==> config.mk <==
export PLATFORM = sky130hd
export DESIGN_NAME = mem_resp_queue
export DESIGN_NICKNAME = d
export VERILOG_FILES = /design/src/rtl/mem_resp_queue_pkg.sv /design/src/rtl/mem_resp_queue_load_align.sv /design/src/rtl/mem_resp_queue.sv
export SDC_FILE = /design/constraint.sdc
export NUM_CORES = 1
export LEC_CHECK = 0
export ABC_CLOCK_PERIOD_IN_PS = 11500
export BUFFER_PORTS_ARGS = -buffer_cell sky130_fd_sc_hd__buf_2
export CORE_ASPECT_RATIO = 0.9
export CORE_MARGIN = 2
export CORE_UTILIZATION = 48
export DETAILED_ROUTE_END_ITERATION = 8
export PLACE_DENSITY = 0.67
export SKIP_CTS_REPAIR_TIMING = 1
export SYNTH_ARGS = -nofsm -noshare
export SYNTH_HDL_FRONTEND = slang
export SYNTH_SLANG_ARGS = --single-unit
==> constraint.sdc <==
create_clock -name clk -period 11.5 [get_ports clk]
set_clock_uncertainty 0.2 [all_clocks]
set_input_delay 0.575 -clock clk [delete_from_list [all_inputs] [get_ports clk]]
set_output_delay 0.575 -clock clk [all_outputs]
set_load 0.005 [all_outputs]
==> src/rtl/mem_resp_queue_pkg.sv <==
// Purpose: shared types for the EX->WB memory response queue (load types, entry layout).
// Latency: n/a (types and constants only).
// Backpressure: n/a.
package mem_resp_queue_pkg;

    // One-hot load type, MSB first: {lb, lbu, lh, lhu, lw, lwl, lwr}; all-zero = store/non-mem
    localparam int LD_TYPE_W = 7;
    localparam int LD_LB     = 6;
    localparam int LD_LBU    = 5;
    localparam int LD_LH     = 4;
    localparam int LD_LHU    = 3;
    localparam int LD_LW     = 2;
    localparam int LD_LWL    = 1;
    localparam int LD_LWR    = 0;

    localparam int DATA_W = 32;
    localparam int REG_W  = 5;
    localparam int OFF_W  = 2;

    typedef logic [LD_TYPE_W-1:0] ld_type_t;

    typedef struct packed {
        logic              mem;      // waits for a data_ok
        logic              done;     // result final, may retire
        ld_type_t          ld_type;
        logic [OFF_W-1:0]  offset;
        logic [DATA_W-1:0] rt;
        logic [DATA_W-1:0] result;
        logic              gr_we;
        logic [REG_W-1:0]  dest;
        logic [DATA_W-1:0] pc;
    } entry_t;

endpackage

==> src/rtl/mem_resp_queue_load_align.sv <==
// Purpose: align/extend raw load data by load type and address offset (lwl/lwr merge with rt).
// Latency: combinational.
// Backpressure: none.
// Ports: ld_type (one-hot), offset = addr[1:0], rdata = raw word, rt = merge source,
//        result = aligned value (0 when ld_type is all-zero, i.e. store).
module mem_resp_queue_load_align
    import mem_resp_queue_pkg::*;
(
    input  ld_type_t          ld_type,
    input  logic [OFF_W-1:0]  offset,
    input  logic [DATA_W-1:0] rdata,
    input  logic [DATA_W-1:0] rt,
    output logic [DATA_W-1:0] result
);

    logic [7:0]  byte_sel;
    logic [15:0] half_sel;

    always_comb begin
        case (offset)
            2'd0:    byte_sel = rdata[7:0];
            2'd1:    byte_sel = rdata[15:8];
            2'd2:    byte_sel = rdata[23:16];
            default: byte_sel = rdata[31:24];
        endcase
        half_sel = offset[1] ? rdata[31:16] : rdata[15:0];
    end

    always_comb begin
        result = '0;
        if (ld_type[LD_LB]) begin
            result = {{24{byte_sel[7]}}, byte_sel};
        end else if (ld_type[LD_LBU]) begin
            result = {24'd0, byte_sel};
        end else if (ld_type[LD_LH]) begin
            result = {{16{half_sel[15]}}, half_sel};
        end else if (ld_type[LD_LHU]) begin
            result = {16'd0, half_sel};
        end else if (ld_type[LD_LW]) begin
            result = rdata;
        end else if (ld_type[LD_LWL]) begin
            // Memory bytes fill the register from the top down to the addressed byte
            case (offset)
                2'd0:    result = {rdata[7:0],  rt[23:0]};
                2'd1:    result = {rdata[15:0], rt[15:0]};
                2'd2:    result = {rdata[23:0], rt[7:0]};
                default: result = rdata;
            endcase
        end else if (ld_type[LD_LWR]) begin
            // Memory bytes fill the register from the bottom up from the addressed byte
            case (offset)
                2'd0:    result = rdata;
                2'd1:    result = {rt[31:24], rdata[31:8]};
                2'd2:    result = {rt[31:16], rdata[31:16]};
                default: result = {rt[31:8],  rdata[31:24]};
            endcase
        end
    end

endmodule

==> src/rtl/mem_resp_queue.sv <==
// Purpose: in-order EX->WB queue holding up to DEPTH outstanding data-cache requests.
// Latency: non-mem entry dequeues the cycle after enq; load the cycle after its data_ok.
// Backpressure: enq_ready from registered state only (not full, no drain); deq is valid/ready.
// Ports: enq_* capture an instruction from EX; data_ok/rdata complete the oldest pending mem
//        entry; deq_* retire to WB; q_reg/q_* give ID a forwarding/interlock view; flush
//        discards everything and drains responses still in flight; proto_err is sticky.
module mem_resp_queue
    import mem_resp_queue_pkg::*;
#(
    parameter  int DEPTH = 4,
    localparam int PTR_W = $clog2(DEPTH)
) (
    input  logic                 clk,
    input  logic                 reset,
    input  logic                 enq_valid,
    output logic                 enq_ready,
    input  logic                 enq_mem,
    input  ld_type_t             enq_ld_type,
    input  logic [OFF_W-1:0]     enq_offset,
    input  logic [DATA_W-1:0]    enq_rt,
    input  logic [DATA_W-1:0]    enq_alu_res,
    input  logic                 enq_gr_we,
    input  logic [REG_W-1:0]     enq_dest,
    input  logic [DATA_W-1:0]    enq_pc,
    input  logic                 data_ok,
    input  logic [DATA_W-1:0]    rdata,
    input  logic                 flush,
    output logic                 deq_valid,
    input  logic                 deq_ready,
    output logic [DATA_W-1:0]    deq_result,
    output logic                 deq_gr_we,
    output logic [REG_W-1:0]     deq_dest,
    output logic [DATA_W-1:0]    deq_pc,
    input  logic [REG_W-1:0]     q_reg,
    output logic                 q_hit,
    output logic                 q_done,
    output logic [DATA_W-1:0]    q_data,
    output logic                 proto_err
);

    logic [DEPTH-1:0] valid;
    entry_t           ent [DEPTH];
    logic [PTR_W-1:0] head;
    logic [PTR_W-1:0] tail;
    logic [PTR_W:0]   drain;
    logic             proto_err_q;

    logic             full;
    logic             enq_fire;
    logic             deq_fire;
    logic             head_done;
    logic [PTR_W:0]   outstanding;
    logic             tgt_found;
    logic [PTR_W-1:0] tgt_idx;
    logic             ok_drain;
    logic             ok_complete;
    logic             ok_stray;
    logic [PTR_W:0]   drain_flush;
    logic [DATA_W-1:0] align_res;
    entry_t           new_ent;

    // Entries are allocated in order, so the slot at tail is occupied only when full.
    assign full      = valid[tail];
    assign enq_ready = !full && (drain == '0);
    assign enq_fire  = enq_valid && enq_ready;

    assign head_done = valid[head] && ent[head].done;
    assign deq_valid = head_done && !flush;
    assign deq_fire  = deq_valid && deq_ready;

    assign deq_result = deq_valid ? ent[head].result : '0;
    assign deq_gr_we  = deq_valid ? ent[head].gr_we  : 1'b0;
    assign deq_dest   = deq_valid ? ent[head].dest   : '0;
    assign deq_pc     = deq_valid ? ent[head].pc     : '0;

    assign proto_err = proto_err_q;

    always_comb begin
        outstanding = '0;
        for (int i = 0; i < DEPTH; i++) begin
            if (valid[i] && ent[i].mem && !ent[i].done) begin
                outstanding = outstanding + (PTR_W+1)'(1);
            end
        end
    end

    // Oldest pending mem entry, searched from head so the search wraps naturally.
    always_comb begin
        tgt_found = 1'b0;
        tgt_idx   = head;
        for (int i = 0; i < DEPTH; i++) begin
            if (!tgt_found && valid[head + PTR_W'(i)] && ent[head + PTR_W'(i)].mem &&
                !ent[head + PTR_W'(i)].done) begin
                tgt_found = 1'b1;
                tgt_idx   = head + PTR_W'(i);
            end
        end
    end

    // While draining, no entries can exist (enq is blocked), so drain and targets never overlap.
    assign ok_drain    = data_ok && (drain != '0);
    assign ok_complete = data_ok && (drain == '0) && tgt_found;
    assign ok_stray    = data_ok && (drain == '0) && !tgt_found;

    // Responses still owed after a flush: earlier drain, live requests, and a request issued by
    // an enq accepted this very cycle (its entry is dropped but the cache will still answer),
    // less the response consumed this cycle.
    assign drain_flush = drain + outstanding + (PTR_W+1)'(enq_fire && enq_mem)
                       - (PTR_W+1)'(data_ok && !ok_stray);

    mem_resp_queue_load_align u_align (
        .ld_type (ent[tgt_idx].ld_type),
        .offset  (ent[tgt_idx].offset),
        .rdata   (rdata),
        .rt      (ent[tgt_idx].rt),
        .result  (align_res)
    );

    always_comb begin
        new_ent         = '0;
        new_ent.mem     = enq_mem;
        new_ent.done    = !enq_mem;
        new_ent.ld_type = enq_ld_type;
        new_ent.offset  = enq_offset;
        new_ent.rt      = enq_rt;
        new_ent.result  = enq_mem ? '0 : enq_alu_res;
        new_ent.gr_we   = enq_gr_we;
        new_ent.dest    = enq_dest;
        new_ent.pc      = enq_pc;
    end

    // Youngest matching entry wins: later iterations (closer to tail) overwrite earlier ones.
    always_comb begin
        q_hit  = 1'b0;
        q_done = 1'b0;
        q_data = '0;
        for (int i = 0; i < DEPTH; i++) begin
            if (q_reg != '0 && valid[head + PTR_W'(i)] && ent[head + PTR_W'(i)].gr_we &&
                ent[head + PTR_W'(i)].dest == q_reg) begin
                q_hit  = 1'b1;
                q_done = ent[head + PTR_W'(i)].done;
                q_data = ent[head + PTR_W'(i)].done ? ent[head + PTR_W'(i)].result : '0;
            end
        end
    end

    // Control state
    always_ff @(posedge clk) begin
        if (reset) begin
            valid       <= '0;
            head        <= '0;
            tail        <= '0;
            drain       <= '0;
            proto_err_q <= 1'b0;
        end else begin
            if (ok_stray) begin
                proto_err_q <= 1'b1;
            end
            if (flush) begin
                valid <= '0;
                head  <= '0;
                tail  <= '0;
                drain <= drain_flush;
            end else begin
                if (ok_drain) begin
                    drain <= drain - (PTR_W+1)'(1);
                end
                if (enq_fire) begin
                    valid[tail] <= 1'b1;
                    tail        <= tail + PTR_W'(1);
                end
                if (deq_fire) begin
                    valid[head] <= 1'b0;
                    head        <= head + PTR_W'(1);
                end
            end
        end
    end

    // Entry payload; contents of invalid slots are don't-care, so no reset needed.
    // The completion target is always valid, so it never collides with the enq slot.
    always_ff @(posedge clk) begin
        if (enq_fire) begin
            ent[tail] <= new_ent;
        end
        if (ok_complete && !flush) begin
            ent[tgt_idx].done   <= 1'b1;
            ent[tgt_idx].result <= align_res;
        end
    end

endmodule

# [After elaboration in Yosys (flattened, before gate mapping)]
# Memories as Yosys holds them, arrays and structs flattened. A register that Yosys moved wholly into a read port is not among the register bits.
# Index checks and enable logic that the tools add are counted.
[word_totals] word_cells=169 regBits=12 n_memories=1 ramBits=452 inputBits=155
[classes] n_mux=69 n_eq_ne=6 n_addsub=11 order_cmp=7 n_reduce_logical=67 bitwise=3
[mem_list] name="ent" depth=4 width=113 rd=9 rd_ports_with_merged_regs=1 write_ports=2 line="mem_resp_queue.sv:42" text="entry_t ent [DEPTH];"
[ops] op="$mux W32" count=18
[ops] op="$pmux W32 S3" count=2
[ops] op="$logic_and A1 B1 Y1" count=45
[ops] op="$mux W1" count=25
[ops] op="$pmux W8 S3" count=1
[ops] op="$eq A5 B5 Y1" count=4
[ops] op="$logic_not A1 Y1" count=16
[ops] op="$mux W16" count=1
[ops] op="$mux W4" count=4
[ops] op="$lt A2 B3 Y1 const B" count=5
[ops] op="$mux W3" count=5
[ops] op="$bmux W1 S2" count=5
[ops] op="$mux W2" count=5
[ops] op="$add A3 B1 Y3 const B" count=3
[ops] op="$mux W5" count=1
[ops] op="$reduce_bool A5 Y1" count=1
[ops] op="$add A2 B1 Y2 const B" count=2
[ops] op="$add A2 B2 Y2 const B" count=2
[ops] op="$and A4 B4 Y4" count=1
[ops] op="$demux W1 S2" count=2
[ops] op="$ge A2 B1 Y1 const B" count=2
[ops] op="$not A4 Y4" count=1
[ops] op="$or A4 B4 Y4" count=1
[ops] op="$add A3 B1 Y3" count=1
[ops] op="10 further kinds" count=10

# [Longest topological paths before layout]
# Gate-level depths: netlist of the first run.
# An unclocked memory read counts as a cell.
[depth] depth_word=30 depth_mapped=21

# [By module]
# A second synthesis of the first run with hierarchy kept.
[unflattened] cells_unflattened=2007 hier_area_um2=26863.3
[by_module_without_submodules] module="mem_resp_queue" seq_area_each_um2=13813.2 n_inst=1 cells_each=1671 area_each_um2=24592.3
[by_module_without_submodules] module="mem_resp_queue_load_align" seq_area_each_um2=0.0 n_inst=1 cells_each=336 area_each_um2=2270.9

# [Least setup slack after synthesis of the first run]
# OpenSTA, ideal clock, no wires.
[synth_path] path_type="reg-to-reg" from="register head[0]" to="memory ent[0][54] (netlist bit) (data pin)" path_stages_with_launch=19 n_path_buf=7 slack_ns=6.092 t_arrival_ns=4.930 required_time_ns=11.022 path_cell_list="dfxtp_1 buf_6 buf_2 inv_2 ha_1 buf_2 mux4_2 or4_1 a211o_1 a22oi_2 buf_4 buf_4 mux2i_1 buf_2 buf_2 nand2_1 a311o_1 a21oi_1 o221ai_1"
[synth_rtl] element="start, declared" line="mem_resp_queue.sv:43" text="logic [PTR_W-1:0] head;"
[synth_rtl] element="start signal, assigned" line="mem_resp_queue.sv:174" text="head <= head + PTR_W'(1);"
[synth_rtl] element="end, declared" line="mem_resp_queue.sv:42"

==> results of run 1 <==
[worst paths after layout]
kind	from	to	slack [ns]	cells after the start
max	head[0]	ent[3][59]	3.27	14
min	enq_pc[2]	ent[2][2]	0.001	1
max reg2reg	head[0]	ent[3][59]	3.27	14
min reg2reg	proto_err	proto_err	0.30	2
[kinds of logic after synthesis]
logic type	share of synthesized area, %
AOI/OAI and AO/OA	13.2
buffers and inverters	3.18
muxes	20.2
DFF	51.4
adders and majority gates	0.848
and+or+nand+nor	10.2
xor gates and xnor gates	0.946
[layer usage]
metal  share of wire (%)  track usage [%]  vias to the layer above
li1                    -                -                     8712
met1                  39             39.6                    10000
met2                  46             44.3                     1243
met3                  11             6.51                      221
met4                 3.7             10.5                        4
met5               0.017                0                        -
[through the flow]
step | setup slack, ns | utilization, % | instances
after floorplan | 6.09 | - | 2034
after global placement | 3.55 | 51.8 | 2929
after detailed placement | 3.42 | 51.8 | 2929
after CTS | 3.37 | 54.6 | 3019
after global routing | 2.88 | 55.5 | 3065
final | 3.27 | 55.5 | 3067
[layout make-up]
class                   count  area (um2)  share of cell area, %
flip-flops and latches    466       13800                   44.9
multi-input cells        1377       12200                   39.8
repair buffers            346        2060                   6.69
clock buffers              66        1390                   4.50
well taps                 756         946                   3.07
clock inverters            24         204                  0.662
inverters                  30         118                  0.382
diodes                      2        5.00                 0.0163
[state kept, by name (all words and copies together), names as in the netlist, named ones only]
signal / count
drain: 3
ent: 452
head: 2
proto_err: 1
tail: 2
valid: 4
[cell usage after synthesis, types with 6 or more instances]
cell type | n | area share (%)
a211oi_1 | 32 | 0.89
a21oi_1 | 90 | 1.7
a221o_1 | 73 | 2.7
a221oi_1 | 7 | 0.23
a22oi_1 | 9 | 0.25
a311oi_1 | 14 | 0.46
a31oi_1 | 43 | 1.0
a32oi_1 | 9 | 0.29
and2_1 | 92 | 2.1
and3_1 | 19 | 0.44
buf_1 | 23 | 0.32
buf_2 | 24 | 0.45
buf_4 | 10 | 0.28
buf_6 | 7 | 0.29
clkbuf_1 | 96 | 1.3
dfxtp_1 | 18 | 1.3
edfxtp_1 | 448 | 50
ha_1 | 15 | 0.70
inv_1 | 29 | 0.41
mux2_2 | 27 | 1.1
mux2i_1 | 87 | 3.2
mux2i_2 | 18 | 0.92
mux2i_4 | 6 | 0.50
mux4_2 | 170 | 14
nand2_1 | 154 | 2.2
nand2b_1 | 21 | 0.49
nand3_1 | 34 | 0.63
nand3b_1 | 7 | 0.20
nor2_1 | 137 | 1.9
nor2b_1 | 24 | 0.56
nor3_1 | 19 | 0.35
nor3b_1 | 9 | 0.25
o21ai_0 | 44 | 0.82
o221ai_1 | 38 | 1.2
o22ai_1 | 36 | 0.84
o32ai_1 | 18 | 0.59
or3_1 | 6 | 0.14
xnor2_1 | 23 | 0.75
xor2_1 | 6 | 0.20
[power breakdown]
part           internal (mW)  total (mW)  switching [mW]  leakage [nW]
sequential              2.07        2.15          0.0858          4.38
clock                  0.895        1.56           0.662         0.765
combinational          0.451        1.29           0.835          5.42
total                   3.41        4.99            1.58          10.6
==> qor.csv, run 1 <==
stage,metric,value,unit
setup_path,crit path kind,flop to flop,
global_routing,global-route wire length before repair,124,mm
synthesis,sequential element share of the synthesized area,51.4,%
pwr,final total power,4.99,mW
synthesis,Synth Warn #,0,
clock_network,clk root buf,clkbuf_16,
floorplan,Die Area,0.0578,mm2
floorplan,row cnt,82,
run,maximum capacitance violations,0,
setup_path,crit-path max FO,66,
routing,WL per Instance,27.3,um
layout,fill count,4563,
placed_design,final HPWL from detailed placement,55.9,mm
layout,"commonest cells after routing, fill and taps aside","448 x edfxtp_1, 261 x buf_2, 170 x mux4_2",
layout,fin nets,2443,
timing,Hold Slack,0.00141,ns
routing,DRT antenna net count,0,
timing,Worst-Margin Slew,1.24,ns
synthesis,Syn Area/Cell,13.2,um2
synthesis,Post-synth ARST share,0,%
layout,proportion of layout cells with a drive suffix above 1,27.8,%
floorplan,core area,0.0555,mm2
synthesis,synthesized cell area,0.0269,mm2
hold_path,Hold Path Class,primary input to flop,
floorplan,starting density of the core,48.4,%
clock_network,TritonCTS Buffers,50,
placed_design,I/O Buffers,261,
global_routing,total gr overflow,0,
synthesis,"Net Count, Synth",2206,
clock_network,CTS tree,done,
floorplan,Die Width,253,um
setup_path,CP startpoint kind,flop,
pwr,leakage power,10.6,nW
pwr,VDD IR max,0.138,mV
setup_path,Worst Setup End Kind,flop,
setup_path,Worst Path Arrival,8.34,ns
layout,Finished Cell Area,0.0308,mm2
setup_path,Max stage delay on crit path,0.96,ns
floorplan,Ports,262,
routing,initial DRC count,2217,
setup_path,crit-path leading delay family,buffers and inverters,
setup_path,CP most frequent cell,buf_4,
synthesis,Yosys reg bits,466,
global_routing,pin count of the biggest net entering global routing,72,
global_routing,vias in the first global route,19700,
setup_path,slowest cell on the critical path,buf_4,
timing,"Hold Violations, Final",0,
routing,Routed WL,83.7,mm
clock_network,H-tree depth,2,
timing,Slew Limit Fails,0,
setup_path,crit path cell chain,buf_4 > buf_4 > mux4_1 > and3b_1 > and4_4 > nor4_4 > mux2i_1 > mux2_2 > buf_4 > mux2i_2 > o22ai_1 > or2_0 > a211oi_2 > o22ai_1,
timing,crit share post-route,71.6,%
placed_design,GPL Wtd Cong,0.941,
layout,"commonest non-fill, non-tap cell in the layout",edfxtp_1,
synthesis,Post-Synthesis Cells,2034,
routing,drt drc,0,
timing,Setup TNS Final,0,ns
routing,DR vias/cell,6.58,
run_status,outcome,"finished, final reports clean",
routing,vias,20200,
clock_network,clock sink count,466,
timing,Final Setup Violations,0,
setup_path,WP buf/inv,3,
global_routing,antenna violations before repair,6,
layout,Layout area overhead,14.7,%
placed_design,dpl cell area,0.0287,mm2
clock_network,register clock-pin slew on the reported worst setup and hold paths,0.06,ns
synthesis,ys flop type,edfxtp_1,
timing,Period minus WS final,8.23,ns
pwr,Power Density,162,mW/mm2
synthesis,Post-synth EDFFs,448,
timing,RSZ-0062 raised after global routing,no,
clock_network,Clock Latency Late Sink,0.61,ns
floorplan,DIE HEIGHT,228,um
synthesis,distinct cell type count after synthesis,78,
routing,first-pass detailed-route iteration total,8,
timing,Highest Clock Rate,121,MHz
clock_network,Clock Path Buffers,3,
setup_path,Crit path required time,11.61,ns
global_routing,Total Routing Usage GR,28.6,%
timing,Max-slew headroom,17.3,%
(Power assumes the default switching activity.)
==> inputs of run 2 (changes only) <==
Settings changed: ABC_CLOCK_PERIOD_IN_PS 11500 to 7600.
Clock period 11.5 ns to 7.6 ns, I/O delays scaled along.
==> qor.csv, run 2 (synthesis gave the netlist of run 1 again) <==
stage,metric,value,unit,change
run_status,outcome,"complete, but fails checks",,"was finished, final reports clean"
run_status,failing checks,hold timing,,
setup_path,CP most frequent cell,buf_4,,unchanged
hold_path,Hold Path Class,primary input to flop,,unchanged
layout,Layout area overhead,16.5,%,was 14.7%
routing,DR vias/cell,6.55,,was 6.58
placed_design,final HPWL from detailed placement,56.2,mm,was 55.9 mm
global_routing,pin count of the biggest net entering global routing,132,,was 72
pwr,VDD IR max,0.185,mV,was 0.138 mV
timing,RSZ-0062 raised after global routing,no,,unchanged
setup_path,crit path kind,flop to flop,,unchanged
global_routing,antenna violations before repair,4,,was 6
timing,Setup TNS Final,0,ns,unchanged
layout,Biggest register,ent,,unchanged
floorplan,row cnt,82,,unchanged
placed_design,DP Cell Count,2942,,was 2929
layout,proportion of layout cells with a drive suffix above 1,27.7,%,was 27.8%
floorplan,DIE HEIGHT,228,um,unchanged
setup_path,CP startpoint kind,flop,,unchanged
hold_path,Worst Hold Path EP,drain[0],,was ent[2][2]
layout,max FFs per register,452,,unchanged
global_routing,global-route wire length before repair,123,mm,was 124 mm
timing,Highest Clock Rate,159,MHz,was 121 MHz
pwr,leakage power,10.8,nW,was 10.6 nW
timing,Max-slew headroom,28.3,%,was 17.3%
floorplan,Die Width,253,um,unchanged
pwr,final total power,7.68,mW,was 4.99 mW
layout,biggest regs,"ent x452, valid x4, drain x3",,unchanged
global_routing,met2 usage,44.3,%,about the same
clock_network,register clock-pin slew on the reported worst setup and hold paths,0.06,ns,about the same
run,maximum capacitance violations,0,,unchanged
layout,final std cells w/o fill,3117,,was 3067
routing,drt drc,0,,unchanged
timing,Slew Limit Fails,0,,unchanged
clock_network,clock sink count,466,,unchanged
timing,Hold Slack,-0.0166,ns,was 0.00141 ns
pwr,Power Density,245,mW/mm2,was 162 mW/mm2
layout,"commonest non-fill, non-tap cell in the layout",edfxtp_1,,unchanged
placed_design,I/O Buffers,261,,unchanged
global_routing,vias in the first global route,19600,,was 19.7k
setup_path,Crit path required time,7.87,ns,was 11.61 ns
timing,Final Setup Violations,0,,unchanged
setup_path,slowest cell on the critical path,o21ai_0,,was buf_4
clock_network,CTS tree,done,,unchanged
global_routing,GR Util met3,6.82,%,was 6.51%
timing,"Hold Violations, Final",1,,was 0
routing,first-pass detailed-route iteration total,6,,was 8
placed_design,GPL Wtd Cong,0.968,,was 0.941
routing,WL per Instance,26.9,um,was 27.3 um
routing,initial DRC count,2227,,was 2217
layout,Finished Cell Area,0.0313,mm2,was 0.0308 mm2
routing,Routed WL,83.8,mm,was 83.7 mm
timing,Worst-Margin Slew,1.08,ns,was 1.24 ns
placed_design,dpl cell area,0.0288,mm2,was 0.0287 mm2
setup_path,WP buf/inv,4,,was 3
floorplan,Ports,262,,unchanged
hold_path,Hold Path Origin,flush,,was enq_pc[2]
setup_path,Worst Setup End Kind,flop,,unchanged
clock_network,Clock Latency Late Sink,0.61,ns,about the same
global_routing,busiest grt layer,met2,,unchanged
global_routing,total gr overflow,0,,unchanged
global_routing,met1 Use GR,39.6,%,about the same
clock_network,Clock Path Buffers,3,,unchanged
setup_path,Worst R2R Setup Slack,1.33,ns,was 3.27 ns
clock_network,H-tree depth,2,,unchanged
global_routing,Total Routing Usage GR,28.4,%,was 28.6%
floorplan,starting density of the core,48.4,%,unchanged
setup_path,Max stage delay on crit path,0.73,ns,was 0.96 ns
setup_path,Register-to-Register Path Depth,15,,was 14
setup_path,crit-path max FO,39,,was 66
setup_path,crit-path leading delay family,multiplexers,,was buffers and inverters
clock_network,TritonCTS Buffers,50,,unchanged
setup_path,Worst R2R End,ent[2][64],,was ent[3][59]
routing,vias,20400,,was 20.2k
floorplan,core area,0.0555,mm2,unchanged
timing,Period minus WS final,6.27,ns,was 8.23 ns
setup_path,FF-to-FF Start,head[0],,unchanged
setup_path,Worst Path Arrival,6.54,ns,was 8.34 ns
timing,crit share post-route,82.5,%,was 71.6%
routing,DRT antenna net count,0,,unchanged
clock_network,clk root buf,clkbuf_16,,unchanged
hold_path,Hold Path Depth,3,,was 1
floorplan,Die Area,0.0578,mm2,unchanged
layout,fin nets,2491,,was 2443
setup_path,crit path cell chain,inv_2 > ha_4 > buf_4 > mux4_2 > and3b_1 > and4_4 > nor4_4 > buf_4 > mux2i_1 > mux2_2 > buf_4 > mux2i_2 > a21oi_1 > o21ai_0 > a221o_1,,was buf_4 > buf_4 > mux4_1 > and3b_1 > and4_4 > nor4_4 > mux2i_1 > mux2_2 > buf_4 > mux2i_2 > o22ai_1 > or2_0 > a211oi_2 > o22ai_1
layout,"commonest cells after routing, fill and taps aside","448 x edfxtp_1, 261 x buf_2, 170 x mux4_2",,unchanged
[run 2: how the worst max path moves through the flow]
stage	from	endpoint	slack [ns]	depth (start not counted)
after floorplan	head[0]	ent[0][54]	2.19	18
after global placement	head[0]	ent[3][40]	1.49	12
after detailed placement	head[0]	ent[2][40]	1.41	12
after CTS	head[0]	ent[2][40]	1.40	12
after global routing	head[0]	ent[2][62]	0.93	15
final	head[0]	ent[2][64]	1.33	15
[run 2: layout make-up]
class	instances	area [um2]
diodes	2	5.00
clock buffers	65	1350
clock inverters	27	277
fillers	4524	24200
inverters	30	118
multi-input cells	1377	12200
flip-flops and latches	466	13800
well taps	756	946
repair buffers	394	2520
[run 2: routing by layer]
metal	vias to the layer above	part of all wire, %
li1	8810	-
met1	10200	40
met2	1214	46
met3	168	11
met4	2	3.0
met5	-	0.014
[run 2: where the power goes]
group / switching (mW) / internal (mW) / total [mW]
clock: 1.01 / 1.42 / 2.43
sequential: 0.132 / 3.12 / 3.26
combinational: 1.28 / 0.715 / 1.99
total: 2.41 / 5.26 / 7.68
[run 2: worst register-to-register path: stages (launching register included)]
cell and delay [ns]:
dfxtp_4 0.36, inv_2 0.09, ha_4 0.48, buf_4 0.56
mux4_2 0.42, and3b_1 0.21, and4_4 0.21, nor4_4 0.45
buf_4 0.41, mux2i_1 0.37, mux2_2 0.46, buf_4 0.38
mux2i_2 0.38, a21oi_1 0.11, o21ai_0 0.73, a221o_1 0.31
[run 2: metrics by stage]
step / utilization (%) / worst slack, ns
5_1_grt: 56.4 / 0.931
2_1_floorplan: - / 2.19
4_1_cts: 54.9 / 1.40
3_3_place_gp: 52.0 / 1.49
6_report: 56.4 / 1.33
3_5_place_dp: 52.0 / 1.41
